File: src/rtl/spi_mem_ctrl_pkg.sv
// spi_mem_ctrl_pkg -- request encodings, FSM states and SPI frame constants
// shared by the memory-side SPI controller. Rev 1.0
`default_nettype none

package spi_mem_ctrl_pkg;

   typedef enum logic [1:0] {
      MEM_NOP   = 2'd0,
      MEM_READ  = 2'd1,
      MEM_WRITE = 2'd2
   } mem_ctrl_op_e;

   typedef enum logic {
      PC  = 1'b0,
      MAR = 1'b1
   } addr_sel_e;

   typedef enum logic [1:0] {
      IDLE  = 2'd0,
      SHIFT = 2'd1,
      DONE  = 2'd2,
      HOLD  = 2'd3
   } spi_mem_state_e;

   localparam logic [7:0] SPI_CMD_READ   = 8'h03;
   localparam logic [7:0] SPI_CMD_WRITE  = 8'h02;
   localparam int         SPI_FRAME_BITS = 40;

   // The reserved encoding behaves exactly like MEM_NOP.
   function automatic logic op_is_active(input mem_ctrl_op_e op);
      return (op == MEM_READ) || (op == MEM_WRITE);
   endfunction

endpackage

`default_nettype wire

File: src/rtl/spi_shifter.sv
// spi_shifter -- 40-bit MSB-first mode-0 frame shifter with SCK phase, MISO
// capture and end-of-frame flag. Rev 1.0
`default_nettype none

module spi_shifter
   import spi_mem_ctrl_pkg::*;
(
   input  logic                      clock,
   input  logic                      reset,
   input  logic                      load_i,
   input  logic [SPI_FRAME_BITS-1:0] frame_i,
   input  logic                      shift_en_i,
   input  logic                      spi_miso_i,
   output logic                      spi_sck_o,
   output logic                      spi_mosi_o,
   output logic [7:0]                rx_byte_o,
   output logic                      last_bit_o
);

   logic [SPI_FRAME_BITS-1:0] sr_q;
   logic                      sck_q;
   logic [5:0]                bit_q;
   logic [7:0]                rx_q;

   // Low phase samples MISO on the edge that raises SCK; high phase advances
   // the frame so MOSI only changes at the start of a low phase.
   always_ff @(posedge clock) begin
      if (!reset) begin
         sr_q  <= '0;
         sck_q <= 1'b0;
         bit_q <= '0;
         rx_q  <= '0;
      end else if (load_i) begin
         sr_q  <= frame_i;
         sck_q <= 1'b0;
         bit_q <= 6'(SPI_FRAME_BITS - 1);
      end else if (shift_en_i) begin
         if (!sck_q) begin
            sck_q <= 1'b1;
            rx_q  <= {rx_q[6:0], spi_miso_i};
         end else begin
            sck_q <= 1'b0;
            sr_q  <= {sr_q[SPI_FRAME_BITS-2:0], 1'b0};
            bit_q <= bit_q - 6'd1;
         end
      end
   end

   assign spi_sck_o  = sck_q;
   assign spi_mosi_o = sr_q[SPI_FRAME_BITS-1];
   assign rx_byte_o  = rx_q;
   assign last_bit_o = sck_q && (bit_q == 6'd0);

endmodule

`default_nettype wire

File: src/rtl/spi_mem_ctrl.sv
// spi_mem_ctrl -- turns MEM_READ/MEM_WRITE requests into one SPI mode-0
// transaction on the flash (PC) or SRAM (MAR) and pulses mem_op_done. Rev 1.0
`default_nettype none

module spi_mem_ctrl
   import spi_mem_ctrl_pkg::*;
#(
   parameter int DATA_BUS_WIDTH = 8,
   parameter int ADDR_WIDTH     = 16
) (
   input  logic                      clock,
   input  logic                      reset,
   input  mem_ctrl_op_e              mem_ctrl_op,
   input  addr_sel_e                 addr_sel,
   input  logic [ADDR_WIDTH-1:0]     addr,
   input  logic [DATA_BUS_WIDTH-1:0] data_in,
   output logic [DATA_BUS_WIDTH-1:0] data_out,
   output logic                      mem_op_done,
   output logic                      spi_sck,
   output logic                      spi_mosi,
   input  logic                      spi_miso,
   output logic                      spi_cs_flash_n,
   output logic                      spi_cs_ram_n
`ifdef SCAN
   ,
   input  logic                      test,
   input  logic                      scan_in,
   output logic                      scan_out
`endif
);

   spi_mem_state_e            state_q, state_d;
   logic                      rd_q, rd_d;
   logic                      cs_flash_n_q, cs_flash_n_d;
   logic                      cs_ram_n_q, cs_ram_n_d;
   logic                      done_q, done_d;
   logic [DATA_BUS_WIDTH-1:0] data_out_q, data_out_d;

   logic                      req;
   logic                      req_rd;
   logic                      illegal;
   logic                      load;
   logic [23:0]               addr_ext;
   logic [SPI_FRAME_BITS-1:0] frame;
   logic                      last_bit;
   logic [7:0]                rx_byte;

   assign req      = op_is_active(mem_ctrl_op);
   assign req_rd   = (mem_ctrl_op == MEM_READ);
   assign illegal  = (mem_ctrl_op == MEM_WRITE) && (addr_sel == PC);
   assign addr_ext = 24'(addr);
   assign frame    = {req_rd ? SPI_CMD_READ : SPI_CMD_WRITE, addr_ext,
                      req_rd ? 8'h00 : data_in};

   spi_shifter u_shifter (
      .clock      (clock),
      .reset      (reset),
      .load_i     (load),
      .frame_i    (frame),
      .shift_en_i (state_q == SHIFT),
      .spi_miso_i (spi_miso),
      .spi_sck_o  (spi_sck),
      .spi_mosi_o (spi_mosi),
      .rx_byte_o  (rx_byte),
      .last_bit_o (last_bit)
   );

   always_comb begin
      state_d      = state_q;
      load         = 1'b0;
      rd_d         = rd_q;
      cs_flash_n_d = cs_flash_n_q;
      cs_ram_n_d   = cs_ram_n_q;
      done_d       = 1'b0;
      data_out_d   = data_out_q;
      case (state_q)
         IDLE: begin
            if (req) begin
               // A flash write is refused without touching the SPI pins.
               if (illegal) begin
                  state_d = DONE;
                  done_d  = 1'b1;
               end else begin
                  state_d      = SHIFT;
                  load         = 1'b1;
                  rd_d         = req_rd;
                  cs_flash_n_d = (addr_sel != PC);
                  cs_ram_n_d   = (addr_sel != MAR);
               end
            end
         end
         SHIFT: begin
            if (last_bit) begin
               state_d      = DONE;
               done_d       = 1'b1;
               cs_flash_n_d = 1'b1;
               cs_ram_n_d   = 1'b1;
               if (rd_q) begin
                  data_out_d = rx_byte;
               end
            end
         end
         DONE:    state_d = req ? HOLD : IDLE;
         HOLD:    if (!req) state_d = IDLE;
         default: state_d = IDLE;
      endcase
   end

   always_ff @(posedge clock) begin
      if (!reset) begin
         state_q      <= IDLE;
         rd_q         <= 1'b0;
         cs_flash_n_q <= 1'b1;
         cs_ram_n_q   <= 1'b1;
         done_q       <= 1'b0;
         data_out_q   <= '0;
      end else begin
         state_q      <= state_d;
         rd_q         <= rd_d;
         cs_flash_n_q <= cs_flash_n_d;
         cs_ram_n_q   <= cs_ram_n_d;
         done_q       <= done_d;
         data_out_q   <= data_out_d;
      end
   end

   assign data_out       = data_out_q;
   assign mem_op_done    = done_q;
   assign spi_cs_flash_n = cs_flash_n_q;
   assign spi_cs_ram_n   = cs_ram_n_q;

`ifdef SCAN
   // Flops are stitched into the chain at DFT insertion; the port stays quiet in mission mode.
   assign scan_out = test & scan_in;
`endif

endmodule

`default_nettype wire

File: config.mk
export PLATFORM = sky130hd
export DESIGN_NAME = spi_mem_ctrl
export DESIGN_NICKNAME = d
export VERILOG_FILES = /design/src/rtl/spi_mem_ctrl_pkg.sv /design/src/rtl/spi_shifter.sv /design/src/rtl/spi_mem_ctrl.sv
export SDC_FILE = /design/constraint.sdc
export NUM_CORES = 1
export LEC_CHECK = 0
export ABC_AREA = 1
export CORE_ASPECT_RATIO = 1.1
export CORE_UTILIZATION = 49
export CTS_CLUSTER_DIAMETER = 200
export DETAILED_ROUTE_END_ITERATION = 10
export PLACE_DENSITY_LB_ADDON = 0.12
export SETUP_SLACK_MARGIN = 0.15
export SLEW_MARGIN = 20
export SYNTH_ARGS = -nofsm -noshare
export SYNTH_HDL_FRONTEND = slang
export SYNTH_HIERARCHICAL = 1
export SYNTH_SLANG_ARGS = --single-unit
File: constraint.sdc
create_clock -name clock -period 2.69 [get_ports clock]
set_clock_uncertainty 0.05 [all_clocks]
set_input_delay 0.269 -clock clock [delete_from_list [all_inputs] [get_ports clock]]
set_output_delay 0.269 -clock clock [all_outputs]
set_load 0.02 [all_outputs]
==> impl_metrics.csv, run 1 <==
group,metric,value,unit
status,outcome,"complete, no violations",
drt,ant_nets,0,
clocking,cts_tree,"built",
min_path,worstHoldStart,"u_shifter/sr_q[10]$_SDFFE_PN0P_",
clocking,clock_latency,330,ps
floorplan,dieHeight,82.99,um
timing,fin_crit_sh,0.7790,
run,cap_violations,0,
timing,rsz0062_at_grt,"false",
timing,hold_violations,0,
worst_setup_path,timing.rr.start,"state_q[1]$_SDFFE_PN0P_",
place,place.gp.congestion,0.9182,
yosys,yosysWarningCount,6,
clocking,path_clk_slew,70,ps
yosys,synthAdderAreaFrac,0.01713,
final_layout,insertedDiodeCount,0,
pwr,p_leak,1.455,nW
final_layout,drive_above_1_share,0.06858,
yosys,syn_avg_cell_area,7.378,sq um
final_layout,n_fill_cell,511,
worst_setup_path,crit_type,"input port to register",
place,placed_cells,513,
timing,max_freq,477.2,MHz
yosys,yosys.area.top_type,"dfxtp_1",
global_routing,grt_max_degree,42,
drt,drtPass1Iterations,4,
drt,num_vias,2642,
final_layout,finalNonFillerCells,529,
place,numPortBuffers,42,
yosys,ys.flop_type,"dfxtp_1",
worst_setup_path,arrival,2310,ps
pwr,vdd_drop_max,394.8,uV
floorplan,start_util,0.5064,
yosys,synth_xor_area_frac,0,
floorplan,coreArea,5769,sq um
pwr,power_per_cell_area,686.7,nW/um^2
timing,whs,415.3,ps
worst_setup_path,worst_ep_required_time,2900,ps
clocking,numCtsBuffers,9,
yosys,synth_simple_gate_area_frac,0.2630,
floorplan,fp-row-count,29,
timing,finalSetupTns,0,ps
yosys,yosysTopAreaCellShare,0.4728,
place,dpl.hpwl,3825,um
timing,tightestPinTransition,634.6,ps
yosys,yosysMostFrequentCell,"nand2_1",
clocking,htreeDepth,3,
drt,wl_per_cell,11.18,um
global_routing,track_usage,0.2005,
yosys,ys_ff_latch,69,
clocking,cts_resized,0,
yosys,synth_top_family_by_area,"simple AND/OR/NAND/NOR gates",
worst_setup_path,critPathCaptureType,"register",
worst_setup_path,startpoint,"mem_ctrl_op[0]",
timing,slew_headroom,0.5763,
final_layout,synthToLayoutAreaGrowth,24.07,%
yosys,synth_edf_count,0,
final_layout,final_nets,481,
yosys,ys_seq_area_frac,0.4728,
worst_setup_path,r2r_cells,7,
place,dp_worst_setup_slack,221.7,ps
min_path,holdPathStages,2,
yosys,synth_common_cells,"109 x nand2_1, 69 x dfxtp_1, 55 x nor2_1, 27 x inv_1, 23 x a31oi_1",
worst_setup_path,cp_max_fo,25,
timing,finalWorstSetupSlack,594.6,ps
global_routing,grt_pass1_wl,9687,um
final_layout,finalInstanceArea,3625,sq um
clocking,cts.sinks,69,
clocking,cts.path.max_buffers,2,
yosys,synth_compound_area_frac,0.1640,
floorplan,ios,43,
yosys,synthMuxAreaShare,0,
yosys,syn_inst,396,
clocking,post-cts-setup-buffers,0,
yosys,yosys.cell_types.count,26,
yosys,syn_area,2922,sq um
clocking,clockRootBuffer,"clkbuf_8",
global_routing,overflow,0,
yosys,synthArstFlopShare,0,
worst_setup_path,start_kind,"input port",
floorplan,dieWidth,75.62,um
drt,vias_per_cell,4.994,
min_path,hold_path.class,"register to register",
timing,period_needed,2095,ps
global_routing,grt_antenna_before_repair,0,
timing,setup_viol,0,
floorplan,design.die.area,6275,sq um
yosys,synthTopCellsByArea,"dfxtp_1 47%, nand2_1 14%, nor2_1 7.1%",
timing,slew_viol_final,0,
drt,drt_iter0_markers,166,
drt,routed_wl,5915,um
clocking,ctsHoldBuffers,0,
place,place_area,3455,sq um
global_routing,grt_pass1_vias,2357,
drt,drc_errors,0,
## report_power, final
group | leakage (nW) | internal (W) | switching (W)
clock | 0.0836 | 0.000361 | 0.000376
sequential | 0.564 | 0.00114 | 0.0000724
combinational | 0.808 | 0.000215 | 0.000326
## flip-flops by register name (all words and copies together), names as in the netlist, 2 cells and up
name,cells
state_q,2
u_shifter/sr_q,40
u_shifter/rx_byte_o,8
u_shifter/bit_q,6
data_out,8
## cell type report
type | count | area (sq um) | area share
well taps | 77 | 96.34 | 0.02658
inverters | 33 | 128.9 | 0.03555
flip-flops and latches | 69 | 1381 | 0.3811
multi-input cells | 287 | 1365 | 0.3766
repair buffers | 47 | 483.0 | 0.1332
clock inverters | 3 | 21.27 | 0.005868
clock buffers | 13 | 148.9 | 0.04108
## worst max-delay path, cell delays in order
cell and delay (ps):
clkdlybuf4s50_1 430, inv_1 70, ha_1 160, nand2_1 90, nand2_1 180, o21ai_4 110
nor2_2 520, buf_12 240, nand2_1 70, a31oi_1 160
## layout by cell type, fill, tap and decap left out, types with 10 or more instances in the layout
cell | netlist | layout
nor2_1 | 55 | 55
o21ai_0 | 19 | 18
nand2_1 | 109 | 109
a22oi_1 | 17 | 17
a21oi_1 | 21 | 21
conb_1 | 2 | 15
dfxtp_1 | 69 | 69
nand3_1 | 13 | 13
clkdlybuf4s50_1 | 0 | 42
a31oi_1 | 23 | 23
inv_1 | 27 | 27
clkbuf_8 | 0 | 10
## worst paths after layout
check,end,slack [ps]
worst min register to register,u_shifter/sr_q[10]$_SDFFE_PN0P_,420
worst max register to register,u_shifter/sr_q[33]$_SDFFE_PN0P_,770
worst max-delay path,u_shifter/sr_q[33]$_SDFFE_PN0P_,590
worst min-delay path,u_shifter/sr_q[10]$_SDFFE_PN0P_,420
## through the flow
stage	total power, W	utilization
5_1_grt	0.002631	0.6283
6_report	0.002489	0.6283
4_1_cts	0.002510	0.6283
2_1_floorplan	0.001601	-
3_3_place_gp	0.001760	0.5988
3_5_place_dp	0.001770	0.5988
## per-layer routing
metal,GRT usage,share of wire
met1,0.2321,0.46
met2,0.3369,0.48
met3,0.07403,0.043
met5,0,0
met4,0.06061,0.013
## kinds of logic (layout without fill, tap and decap cells)
kind of cell / Yosys count / in the layout
and+or+nand+nor: 187 / 187
AOI/OAI and AO/OA: 81 / 81
DFF: 69 / 69
buffers and inverters: 53 / 96
adders and majority gates: 4 / 4
other: 2 / 15
Power figures use the tool's default switching activity.
==> run 2: changes to the inputs <==
- clock period: 2.69 -> 2.1 ns (I/O delays scaled with it)
==> run 2 against run 1 <==
  * Flip-flop and latch count did not move
  * Cell area rose by 4.1%
  * Register-to-register slack got worse by 430 ps
  * Die area did not move
  * Non-clock buffer count rose by 17
  * Via count rose by 1.2%
  * Sequential share of layout area fell by 1.5 points
  * Largest cell class unchanged
  * Largest power group unchanged
==> impl_metrics.csv, run 2 (synthesis results as in run 1) <==
group,metric,value,unit
status,outcome,"complete, no violations",
drt,vias_per_cell,4.896,
timing,setup_viol,0,
timing,hold_violations,0,
min_path,hold_path.class,"register to register",
final_layout,insertedDiodeCount,0,
floorplan,coreArea,5769,sq um
final_layout,final_util,0.6539,
clocking,cts_tree,"built",
worst_setup_path,arrival,2020,ps
floorplan,design.die.area,6275,sq um
pwr,vdd_drop_max,484.3,uV
timing,finalWorstSetupSlack,246.6,ps
floorplan,start_util,0.5064,
final_layout,n_fill_cell,499,
pwr,p_leak,1.556,nW
run,cap_violations,0,
place,place.gp.congestion,0.8070,
clocking,ctsHoldBuffers,0,
clocking,cts.sinks,69,
drt,drc_errors,0,
place,dp_worst_setup_slack,-112.0,ps
drt,routed_wl,6286,um
global_routing,grt_max_degree,36,
drt,ant_nets,0,
final_layout,multi_input_area,1365,sq um
timing,slew_viol_final,0,
global_routing,grt_antenna_before_repair,0,
worst_setup_path,worst_ep_required_time,2260,ps
final_layout,final_nets,498,
final_layout,layout_common_cells,"109 x nand2_1, 69 x dfxtp_1, 55 x nor2_1, 42 x clkdlybuf4s50_1, 27 x inv_1",
global_routing,track_usage,0.2120,
final_layout,drive_above_1_share,0.1066,
global_routing,grt_pass1_vias,2416,
worst_setup_path,crit_type,"input port to register",
clocking,numCtsBuffers,9,
drt,num_vias,2673,
final_layout,finalInstanceArea,3772,sq um
clocking,htreeDepth,3,
floorplan,dieWidth,75.62,um
timing,rsz0062_at_grt,"false",
drt,wl_per_cell,11.51,um
place,placed_cells,525,
clocking,path_clk_slew,70,ps
final_layout,synthToLayoutAreaGrowth,29.12,%
place,numPortBuffers,42,
global_routing,grt_pass1_wl,10360,um
floorplan,ios,43,
worst_setup_path,worstPathCellList,"clkdlybuf4s50_1 > inv_1 > ha_1 > nand2_1 > nand3_1 > o21ai_4 > buf_4 > nor3_4 > inv_1 > nor2_1 > nor2_1",
worst_setup_path,critPathMaxStageDelay,430,ps
final_layout,seq_area,1381,sq um
timing,fin_crit_sh,0.8826,
clocking,cts_resized,0,
worst_setup_path,critPathTopFamily,"buffers and inverters",
floorplan,fp-row-count,29,
timing,max_freq,539.5,MHz
timing,period_needed,1853,ps
worst_setup_path,critPathCaptureType,"register",
worst_setup_path,start_kind,"input port",
clocking,cts.path.max_buffers,2,
drt,drt_iter0_markers,159,
final_layout,mostFrequentLayoutCell,"nand2_1",
clocking,clockRootBuffer,"clkbuf_8",
clocking,clock_latency,330,ps
final_layout,top_register,"u_shifter/sr_q",
floorplan,dieHeight,82.99,um
worst_setup_path,worst-path-buf-inv,4,
timing,finalSetupTns,0,ps
drt,drtPass1Iterations,4,
worst_setup_path,cp_max_fo,8,
final_layout,largest_reg_flops,40,
final_layout,finalNonFillerCells,546,
worst_setup_path,critPathSlowestCell,"clkdlybuf4s50_1",
place,dpl.hpwl,4163,um
place,place_area,3557,sq um
global_routing,overflow,0,
pwr,power_per_cell_area,879.2,nW/um^2
-- run 2: changes by cell type in the layout (fill, tap and decap cells not counted), sizes merged --
cell / before / now
buf: 5 / 22
clkinv: 4 / 5
clkbuf: 13 / 12
-- run 2: repair_timing --
action | 4_1_cts | 5_1_grt
hold endpoints to repair | 0 | 0
setup buffers | 0 | 5
setup endpoints to repair | 0 | 8
-- run 2: report_power, final --
group / internal (W) / leakage (nW) / switching, W
Combinational: 0.000357 / 0.900 / 0.000441
Sequential: 0.00146 / 0.564 / 0.0000971
Clock: 0.000488 / 0.0921 / 0.000475
-- run 2: area by class of cell --
| type | instances | area share |
|---|---|---|
| tap | 77 | 0.02554 |
| timing repair buffer | 64 | 0.1652 |
| inverter | 33 | 0.03416 |
| clock inverter | 4 | 0.005970 |
| clock buffer | 12 | 0.04113 |
| multi-input combinational | 287 | 0.3619 |
| sequential | 69 | 0.3662 |
-- run 2: per-layer routing --
layer  track usage  wire, um  vias to the layer above  part of all wire
met5             0         0                        -                 0
met4       0.09091        29                        0            0.0046
met3       0.03641       204                        2             0.032
met2        0.3458      3102                       48              0.49
met1        0.2697      2949                     1213              0.47
li1              -         -                     1410                 -
-- run 2: through the flow --
stage               power (W)  hold slack (ps)
floorplan            0.002050            283.1
global placement     0.002329            396.9
detailed placement   0.002342            405.3
CTS                  0.003316            400.7
global route         0.003517            425.1
finish               0.003316            413.7
-- run 2: worst reg2reg max path, delay by kind of cell, from the launching register on --
kind	cells	cell delay [ps]
DFF	1	440
AOI/OAI and AO/OA	1	110
buffers and inverters	2	350
and+or+nand+nor	5	680
-- run 2: path summary, 6_finish.rpt --
path	startpoint	end	slack, ps	cells after the start
max	mem_ctrl_op[0]	u_shifter/rx_byte_o[1]$_SDFFE_PN0P_	250	11
min	u_shifter/sr_q[14]$_SDFFE_PN0P_	u_shifter/sr_q[14]$_SDFFE_PN0P_	410	2
max reg2reg	state_q[1]$_SDFFE_PN0P_	u_shifter/rx_byte_o[1]$_SDFFE_PN0P_	340	8
min reg2reg	u_shifter/sr_q[14]$_SDFFE_PN0P_	u_shifter/sr_q[14]$_SDFFE_PN0P_	410	2
==> run 3: changes to the inputs <==
--- a/config.mk
+++ b/config.mk
@@ -9,4 +9,5 @@
 export CORE_ASPECT_RATIO = 1.1
 export CORE_UTILIZATION = 49
+export CTS_BUF_LIST = sky130_fd_sc_hd__clkbuf_2
 export CTS_CLUSTER_DIAMETER = 200
 export DETAILED_ROUTE_END_ITERATION = 10
@@ -16,4 +17,3 @@
 export SYNTH_ARGS = -nofsm -noshare
 export SYNTH_HDL_FRONTEND = slang
-export SYNTH_HIERARCHICAL = 1
 export SYNTH_SLANG_ARGS = --single-unit
--- a/constraint.sdc
+++ b/constraint.sdc
@@ -3,3 +3,3 @@
 set_input_delay 0.21 -clock clock [delete_from_list [all_inputs] [get_ports clock]]
 set_output_delay 0.21 -clock clock [all_outputs]
-set_load 0.02 [all_outputs]
+set_load 0.1 [all_outputs]
==> run 3 against run 2 <==
  * Die area is 2.7% higher
  * Power down 17%
  * Synthesized cell count increased by 11%
  * Critical endpoint is now u_shifter.bit_q[5]$_SDFFE_PN0P_
==> impl_metrics.csv, run 3 <==
group,metric,value,unit
status,outcome,"complete, no violations",
drt,ant_nets,0,
timing,max_freq,638.7,MHz
yosys,syn_area,3002,sq um
clocking,ctsHoldBuffers,0,
final_layout,top_register,"u_shifter.sr_q",
clocking,post-cts-setup-buffers,0,
final_layout,finalNonFillerCells,564,
global_routing,grt_antenna_before_repair,0,
yosys,syn_nets,472,
yosys,synth_common_cells,"157 x nand2_1, 69 x dfxtp_1, 59 x nor2_1, 37 x nand3_1",
place,place.gp.congestion,0.7990,
global_routing,grt_pass1_wl,10650,um
pwr,finalPower,0.002754,W
worst_setup_path,worst_ep_required_time,2450,ps
min_path,hold_path.class,"input port to register",
clocking,numCtsBuffers,9,
yosys,synth_edf_count,0,
yosys,yosys.cell_types.count,25,
clocking,clock_latency,490,ps
global_routing,grt_pass1_vias,2446,
pwr,power_per_cell_area,771.6,nW/um^2
timing,tightestPinTransition,416.1,ps
clocking,cts.path.max_buffers,2,
timing,setup_viol,0,
floorplan,fp-row-count,29,
timing,fin_crit_sh,0.7456,
floorplan,design.die.area,6443,sq um
min_path,worstHoldStart,"data_in[0]",
worst_setup_path,critPathCaptureType,"register",
clocking,cts_tree,"built",
timing,hold_violations,0,
drt,routed_wl,6203,um
yosys,synthTopCellsByArea,"dfxtp_1 46%, nand2_1 20%, nor2_1 7.4%",
final_layout,synthToLayoutAreaGrowth,18.92,%
final_layout,final_nets,516,
clocking,path_clk_slew,180,ps
worst_setup_path,arrival,1920,ps
run,cap_violations,0,
clocking,clockRootBuffer,"clkbuf_2",
floorplan,dieHeight,84.09,um
clocking,cts.sinks,69,
timing,period_needed,1566,ps
worst_setup_path,timing.rr.start,"state_q[0]$_SDFFE_PN0P_",
global_routing,track_usage,0.2098,
pwr,p_leak,1.645,nW
drt,vias_per_cell,4.899,
place,dpl.hpwl,4235,um
final_layout,largest_reg_flops,40,
drt,num_vias,2763,
yosys,yosysTopAreaCellShare,0.4602,
drt,wl_per_cell,11.00,um
timing,rsz0062_at_grt,"false",
global_routing,grt_max_degree,43,
floorplan,ios,43,
timing,finalSetupTns,0,ps
floorplan,coreArea,5842,sq um
worst_setup_path,startpoint,"state_q[0]$_SDFFE_PN0P_",
yosys,ys.flop_type,"dfxtp_1",
floorplan,dieWidth,76.63,um
yosys,ys_ff_latch,69,
final_layout,mostFrequentLayoutCell,"nand2_1",
yosys,ys_seq_area_frac,0.4602,
yosys,yosysMostFrequentCell,"nand2_1",
yosys,synthArstFlopShare,0,
yosys,syn_inst,439,
timing,slew_viol_final,0,
drt,drtPass1Iterations,4,
clocking,cts_resized,0,
place,numPortBuffers,42,
timing,slew_headroom,0.7226,
clocking,htreeDepth,3,
worst_setup_path,crit_type,"register to register",
floorplan,start_util,0.5138,
yosys,yosys.area.top_type,"dfxtp_1",
place,placed_cells,549,
worst_setup_path,cp_max_fo,42,
pwr,vdd_drop_max,468.7,uV
yosys,syn_avg_cell_area,6.837,sq um
final_layout,insertedDiodeCount,0,
drt,drc_errors,0,
yosys,yosysWarningCount,0,
drt,drt_iter0_markers,128,
final_layout,layout_common_cells,"157 x nand2_1, 68 x dfxtp_1, 59 x nor2_1, 37 x nand3_1",
global_routing,overflow,0,
timing,whs,222.6,ps
final_layout,drive_above_1_share,0.09240,
worst_setup_path,start_kind,"register",
==> run 3: cell types whose count changed after synthesis, sizes merged, moves of 3 or more <==
cell    before  now
nor2        58   62
buf         10   14
nand3       14   39
a21oi       21   32
a22oi       17    0
a31oi       23    0
clkbuf      10    6
nand3b       0    4
nand2      111  159
o211ai       1    4
o21ai       19   10
==> run 3: layout make-up <==
class | instances | area [sq um]
inverters | 34 | 127.6
fillers | 558 | 2272
well taps | 77 | 96.34
repair buffers | 53 | 495.5
multi-input cells | 316 | 1396
flip-flops and latches | 69 | 1383
clock buffers | 11 | 55.05
clock inverters | 4 | 16.27
==> run 3: critical path, stage by stage (launching register included) <==
cell	delay [ps]
dfxtp_1	490
nand3_4	130
buf_4	290
nor2_1	210
nand2_1	80
nand2_1	60
nand3_1	60
nand2_1	70
inv_1	30
==> run 3: metrics by stage <==
step	utilization	instance area [sq um]	setup slack, ps
2_1_floorplan	-	3003	514.6
3_3_place_gp	0.5988	3498	128.3
3_5_place_dp	0.5988	3498	101.2
4_1_cts	0.6111	3570	535.9
5_1_grt	0.6111	3570	339.8
6_report	0.6111	3570	534.3
==> run 3: worst paths after layout <==
path                            slack (ps)                              end  cells past startpoint
worst max register to register         530  u_shifter.bit_q[5]$_SDFFE_PN0P_                      8
worst min-delay path                   220   u_shifter.sr_q[0]$_SDFFE_PN0P_                      3
worst min register to register         400   u_shifter.sr_q[0]$_SDFFE_PN0P_                      2
worst max-delay path                   530  u_shifter.bit_q[5]$_SDFFE_PN0P_                      8
==> run 3: routing by layer <==
metal	GRT usage	up-vias	wire length, um
li1	-	1460	-
met1	0.2585	1236	2929
met2	0.3374	54	2842
met3	0.04699	13	302
met4	0.1171	0	128
met5	0	-	0
==> run 3: kinds of logic (layout without fill, tap and decap cells) <==
| family | after synthesis | after routing | synth area share |
|---|---|---|---|
| simple gates | 265 | 265 | 0.3672 |
| flops | 69 | 69 | 0.4602 |
| buf+inv | 54 | 102 | 0.07461 |
| compound gates | 47 | 47 | 0.08254 |
| fa+ha+maj | 3 | 3 | 0.01251 |
| xor+xnor | 1 | 1 | 0.002918 |
==> run 3: power breakdown <==
group          switching (W)  internal (W)
Sequential         0.0000680       0.00142
Combinational       0.000450      0.000240
Clock               0.000432      0.000147
